===== config.mk =====
export PLATFORM = sky130hd
export DESIGN_NAME = alu_op_issue
export DESIGN_NICKNAME = d
export VERILOG_FILES = /design/src/rtl/alu_op_issue.sv
export SDC_FILE = /design/constraint.sdc
export NUM_CORES = 1
export LEC_CHECK = 0
export CAP_MARGIN = 25
export CORE_ASPECT_RATIO = 0.8
export CORE_UTILIZATION = 45
export CTS_BUF_LIST = sky130_fd_sc_hd__clkbuf_8
export DETAILED_ROUTE_END_ITERATION = 8
export GPL_TIMING_DRIVEN = 0
export PLACE_DENSITY = 0.88
export SYNTH_ARGS = -nofsm -noshare
export SYNTH_HDL_FRONTEND = slang
export SYNTH_SLANG_ARGS = --single-unit

===== constraint.sdc =====
create_clock -name clk_i -period 4.83 [get_ports clk_i]
set_clock_uncertainty 0.1 [all_clocks]
set_input_delay 0.966 -clock clk_i [delete_from_list [all_inputs] [get_ports clk_i]]
set_output_delay 0.966 -clock clk_i [all_outputs]
set_load 0.05 [all_outputs]

===== src/rtl/alu_op_issue.sv =====
// Issue stage in front of the combinational ALU: decodes RV32I operands/opcode into a registered entry.
// Build option ALU_ISSUE_SKID_EN adds a second (skid) entry and a registered in_ready_o.
module alu_op_issue (
    input  logic        clk_i,
    input  logic        rst_i,
    input  logic        in_valid_i,
    output logic        in_ready_o,
    input  logic [31:0] instr_i,
    input  logic [31:0] pc_i,
    input  logic [31:0] rs1_data_i,
    input  logic [31:0] rs2_data_i,
    input  logic        flush_i,
    output logic        out_valid_o,
    input  logic        out_ready_i,
    output logic [31:0] a_o,
    output logic [31:0] b_o,
    output logic [4:0]  c_o,
    output logic [4:0]  rd_o,
    output logic        wb_en_o,
    output logic        is_branch_o,
    output logic        illegal_o,
    output logic [15:0] issue_cnt_o
);

    localparam logic [6:0] OPC_OP     = 7'b0110011;
    localparam logic [6:0] OPC_OP_IMM = 7'b0010011;
    localparam logic [6:0] OPC_BRANCH = 7'b1100011;
    localparam logic [6:0] OPC_LUI    = 7'b0110111;
    localparam logic [6:0] OPC_AUIPC  = 7'b0010111;
    localparam logic [6:0] OPC_JAL    = 7'b1101111;
    localparam logic [6:0] OPC_JALR   = 7'b1100111;
    localparam logic [6:0] OPC_LOAD   = 7'b0000011;
    localparam logic [6:0] OPC_STORE  = 7'b0100011;

    localparam logic [4:0] ALU_ADD    = 5'b00000;
    localparam logic [4:0] ALU_PASS_A = 5'b11111;

    typedef struct packed {
        logic [31:0] a;
        logic [31:0] b;
        logic [4:0]  c;
        logic [4:0]  rd;
        logic        wb_en;
        logic        is_branch;
        logic        illegal;
    } entry_t;

    logic [6:0]  w_opcode;
    logic [2:0]  w_funct3;
    logic [4:0]  w_rd;
    logic [31:0] w_imm_i;
    logic [31:0] w_imm_s;
    logic [31:0] w_imm_u;
    logic [31:0] w_pc_plus4;
    entry_t      w_dec;

    assign w_opcode   = instr_i[6:0];
    assign w_funct3   = instr_i[14:12];
    assign w_rd       = instr_i[11:7];
    assign w_imm_i    = {{20{instr_i[31]}}, instr_i[31:20]};
    assign w_imm_s    = {{20{instr_i[31]}}, instr_i[31:25], instr_i[11:7]};
    assign w_imm_u    = {instr_i[31:12], 12'b0};
    assign w_pc_plus4 = pc_i + 32'd4;

    // Instructions without a destination (branch, store, illegal) report rd=0.
    always_comb begin
        w_dec = '0;
        case (w_opcode)
            OPC_OP: begin
                w_dec.a     = rs1_data_i;
                w_dec.b     = rs2_data_i;
                w_dec.c     = {1'b0, instr_i[30], w_funct3};
                w_dec.rd    = w_rd;
                w_dec.wb_en = (w_rd != 5'd0);
            end
            OPC_OP_IMM: begin
                w_dec.a     = rs1_data_i;
                w_dec.b     = w_imm_i;
                w_dec.c     = {1'b0, (w_funct3 == 3'b101) & instr_i[30], w_funct3};
                w_dec.rd    = w_rd;
                w_dec.wb_en = (w_rd != 5'd0);
            end
            OPC_BRANCH: begin
                if (w_funct3 == 3'b010 || w_funct3 == 3'b011) begin
                    w_dec.illegal = 1'b1;
                end else begin
                    w_dec.a         = rs1_data_i;
                    w_dec.b         = rs2_data_i;
                    w_dec.c         = {2'b10, w_funct3};
                    w_dec.is_branch = 1'b1;
                end
            end
            OPC_LUI: begin
                w_dec.b     = w_imm_u;
                w_dec.c     = ALU_ADD;
                w_dec.rd    = w_rd;
                w_dec.wb_en = (w_rd != 5'd0);
            end
            OPC_AUIPC: begin
                w_dec.a     = pc_i;
                w_dec.b     = w_imm_u;
                w_dec.c     = ALU_ADD;
                w_dec.rd    = w_rd;
                w_dec.wb_en = (w_rd != 5'd0);
            end
            OPC_JAL, OPC_JALR: begin
                w_dec.a     = w_pc_plus4;
                w_dec.c     = ALU_PASS_A;
                w_dec.rd    = w_rd;
                w_dec.wb_en = (w_rd != 5'd0);
            end
            OPC_LOAD: begin
                w_dec.a     = rs1_data_i;
                w_dec.b     = w_imm_i;
                w_dec.c     = ALU_ADD;
                w_dec.rd    = w_rd;
                w_dec.wb_en = (w_rd != 5'd0);
            end
            OPC_STORE: begin
                w_dec.a = rs1_data_i;
                w_dec.b = w_imm_s;
                w_dec.c = ALU_ADD;
            end
            default: begin
                w_dec.illegal = 1'b1;
            end
        endcase
    end

    // Handshake: a beat moves on an edge where valid & ready are both high; valid never
    // waits on ready. An input beat in a flush cycle is dropped rather than accepted.
    entry_t r_main;
    logic   r_main_valid;
    logic   w_accept;
    logic   w_deliver;

    assign w_accept  = in_valid_i & in_ready_o & ~flush_i;
    assign w_deliver = r_main_valid & out_ready_i;

`ifdef ALU_ISSUE_SKID_EN
    entry_t r_skid;
    logic   r_skid_valid;
    logic   r_in_ready;
    logic   w_main_valid_n;
    logic   w_skid_valid_n;

    always_comb begin
        w_main_valid_n = r_main_valid;
        w_skid_valid_n = r_skid_valid;
        if (w_deliver) begin
            if (r_skid_valid) begin
                w_main_valid_n = 1'b1;
                w_skid_valid_n = w_accept;
            end else begin
                w_main_valid_n = w_accept;
                w_skid_valid_n = 1'b0;
            end
        end else if (w_accept) begin
            if (r_main_valid) begin
                w_skid_valid_n = 1'b1;
            end else begin
                w_main_valid_n = 1'b1;
            end
        end
    end

    // The skid entry always holds the younger instruction, so it refills main on drain.
    always_ff @(posedge clk_i) begin
        if (rst_i) begin
            r_main       <= '0;
            r_main_valid <= 1'b0;
            r_skid       <= '0;
            r_skid_valid <= 1'b0;
            r_in_ready   <= 1'b1;
        end else if (flush_i) begin
            r_main_valid <= 1'b0;
            r_skid_valid <= 1'b0;
            r_in_ready   <= 1'b1;
        end else begin
            r_main_valid <= w_main_valid_n;
            r_skid_valid <= w_skid_valid_n;
            r_in_ready   <= ~(w_main_valid_n & w_skid_valid_n);
            if (w_deliver && r_skid_valid) begin
                r_main <= r_skid;
            end else if (w_accept && (!r_main_valid || w_deliver)) begin
                r_main <= w_dec;
            end
            if (w_accept && ((r_main_valid && !w_deliver) || (w_deliver && r_skid_valid))) begin
                r_skid <= w_dec;
            end
        end
    end

    assign in_ready_o = r_in_ready;
`else
    always_ff @(posedge clk_i) begin
        if (rst_i) begin
            r_main       <= '0;
            r_main_valid <= 1'b0;
        end else if (flush_i) begin
            r_main_valid <= 1'b0;
        end else if (w_accept) begin
            r_main       <= w_dec;
            r_main_valid <= 1'b1;
        end else if (w_deliver) begin
            r_main_valid <= 1'b0;
        end
    end

    assign in_ready_o = ~r_main_valid | out_ready_i;
`endif

    logic [15:0] r_issue_cnt;

    always_ff @(posedge clk_i) begin
        if (rst_i) begin
            r_issue_cnt <= 16'd0;
        end else if (w_deliver) begin
            r_issue_cnt <= r_issue_cnt + 16'd1;
        end
    end

    assign out_valid_o = r_main_valid;
    assign a_o         = r_main.a;
    assign b_o         = r_main.b;
    assign c_o         = r_main.c;
    assign rd_o        = r_main.rd;
    assign wb_en_o     = r_main.wb_en;
    assign is_branch_o = r_main.is_branch;
    assign illegal_o   = r_main.illegal;
    assign issue_cnt_o = r_issue_cnt;

endmodule

==> impl_metrics.yaml <==
finish:
  antennaDiodeCount: 0
  fillerInstances: 817
  drive_gt1_share_pct: 4.69
  layout.cells.non_filler: 951
  fin_nets: 941
  mostFrequentLayoutCells: "224 x clkdlybuf4s50_1, 94 x dfxtp_1, 81 x nand2_1, 61 x o21ai_0, 47 x nor2_1"
  area_delta_synth_final_pct: 55.5
  utilization_pct: 71.8
  layout_commonest_cell: "clkdlybuf4s50_1"
  finalInstanceArea_um2: 7330
sta:
  setup_viol: 0
  hold_viol: 0
  max_slew_margin_pct: 44.1
  rsz0062_at_grt: "false"
  period_needed_ns: 3.61
  finalSetupTns_ns: 0
  worstMarginPinSlew_ns: 0.838
  drv_slew: 0
  worst_slack_ns: 1.22
  whs_ns: 0.363
  fmax_mhz: 277
  fin_crit_sh_pct: 74.8
route:
  drc: 0
  drtIter0Drc: 505
  drt_wl_total_um: 17800
  vias: 5664
  wire_per_inst_um: 18.7
  drtPass1Iterations: 9
  ant_nets: 0
  viasPerCell: 5.96
global_route:
  grt_antenna_before_repair: 0
  use_met3_pct: 10.8
  use_met1_pct: 41.0
  grt_overflow: 0
  grt_usage_pct: 32.1
  grt.busiest_layer: "met2"
  grt_pass1_wl_um: 26600
  grt_pass1_vias: 5189
  grt_max_degree: 17
  grt_use_met2_pct: 50.1
yosys:
  syn_nets: 706
  synth.area.top_cells: "dfxtp_1 40%, o21ai_0 6.5%, nand2_1 6.5%"
  synth_cell_types: 51
  syn_area_um2: 4710
  synth.avg_cell_area_um2: 8.25
  yosysTopAreaCell: "dfxtp_1"
  synth_top_area_share_pct: 39.9
  ys_warn_count: 0
  synth-seq-cells: 94
  netlist_instances: 571
  seq_area_frac_synth_pct: 39.9
placement:
  hpwl_um: 14000
  io_buffers: 224
  place_area_um2: 7130
  post-place-ws_ns: 1.11
  gp_congestion: 0.974
  dp_cells: 935
floorplanning:
  initial_utilization_pct: 46.2
  rows: 33
  ioPinCount: 228
  die-area_um2: 10900
  core-area_um2: 10200
  die_h_um: 93.5
  die_width_um: 116
setup_path:
  end_kind: "output port"
  cp.required_ns: 3.76
  cp-start-kind: "primary input"
  path_class: "primary input to output port"
  critical_path.reg2reg.startpoint: "out_valid_o$_SDFFE_PP0P_"
  reg2reg_slack_ns: 2.17
  cp-startpoint: "out_ready_i"
  worstPathMaxFanout: 6
  arrival_ns: 2.54
clock_network:
  cts_tree: "done"
  postCtsHoldBufs: 0
  htree_levels: 3
  cts.clk_slew.worst_paths_ns: 0.09
  cts.sinks: 94
  clock_path_buffers: 2
  clkLatencyLatePin_ns: 0.37
  cts_root_buffer: "clkbuf_8"
  cts_resized: 0
  post-cts-setup-buffers: 0
  cts_buffers: 9
power_and_ir_drop:
  power_density_nw_per_um2: 216
  vdd_drop_max_v: 0.000181
  p_leak_nw: 2.55
  fin_total_pwr_mw: 1.58
outcome:
  outcome: "complete, no violations"
hold_path:
  worstHoldPathType: "register to register"
  hold_start: "b_o[13]$_SDFFE_PP0P_"
flow_run:
  maxCapViolCount: 0
## report_power, final
| group | switching, mW | leakage (nW) | internal [mW] |
|---|---|---|---|
| Sequential | 0.00410 | 0.759 | 0.781 |
| Clock | 0.294 | 0.0985 | 0.241 |
| Combinational | 0.130 | 1.69 | 0.134 |
| Total | 0.428 | 2.55 | 1.16 |
## logic make-up (layout without fill, tap and decap cells)
kind of cell               Yosys count  in the layout  share of synthesized area [%]
adders and majority gates            2              2                          0.531
muxes                                1              1                          0.212
DFF                                 94             94                           39.9
buffers and inverters               44            284                           3.80
AOI/OAI and AO/OA                  188            188                           27.9
and+or+nand+nor                    215            215                           22.6
xor gates and xnor gates            27             27                           5.02
## layout make-up
cell class	instances	area [um^2]	area share, %
inverters	4	15.0	0.205
well taps	140	175	2.39
flip-flops and latches	94	1880	25.7
multi-input cells	433	2650	36.2
clock inverters	7	73.8	1.01
plain buffers	40	164	2.24
repair buffers	224	2240	30.6
clock buffers	9	124	1.69
## worst max-delay path, cell delays in order
cell,delay (ns)
clkdlybuf4s50_1,0.57
nand2b_1,0.18
clkdlybuf4s50_1,0.82
## cell usage after synthesis, drive strengths merged
| master | number |
|---|---|
| and2 | 3 |
| a211oi | 6 |
| nor2 | 47 |
| a21oi | 16 |
| nor2b | 5 |
| a222oi | 15 |
| nand2b | 3 |
| or3b | 1 |
| xor2 | 15 |
| xnor2 | 12 |
| a221oi | 29 |
| o211a | 4 |
| a311oi | 2 |
| a31oi | 3 |
| o2111ai | 1 |
| and3b | 2 |
| ha | 2 |
| nand3 | 21 |
| nor3 | 13 |
| a21o | 2 |
| o311ai | 2 |
| o221a | 1 |
| nand3b | 1 |
| nand4bb | 1 |
| clkbuf | 27 |
| o211ai | 3 |
| a22o | 13 |
| o21ai | 69 |
| and4 | 1 |
| nor4 | 4 |
| mux2i | 1 |
| and3 | 12 |
| or3 | 5 |
| nand2 | 81 |
| buf | 13 |
| nand4 | 14 |
| inv | 4 |
| dfxtp | 94 |
| a22oi | 21 |
| or2 | 1 |
| o21a | 1 |
## state kept, by name (all words and copies together) (netlist names)
signal,cells
out_valid_o,1
rd_o,5
illegal_o,1
c_o,5
b_o,32
is_branch_o,1
a_o,32
wb_en_o,1
issue_cnt_o,16
## final timing paths
check / endpoint / depth (start not counted)
setup / recovery: in_ready_o / 3
setup reg to reg: b_o[29]$_SDFFE_PP0P_ / 8
hold / removal: b_o[13]$_SDFFE_PP0P_ / 2
hold reg to reg: b_o[13]$_SDFFE_PP0P_ / 2
## routing by layer
metal | vias up | routed length [um]
li1 | 2616 | -
met1 | 2692 | 7380
met2 | 311 | 8170
met3 | 45 | 1740
met4 | 0 | 520
met5 | - | 0
Power figures use the tool's default switching activity.
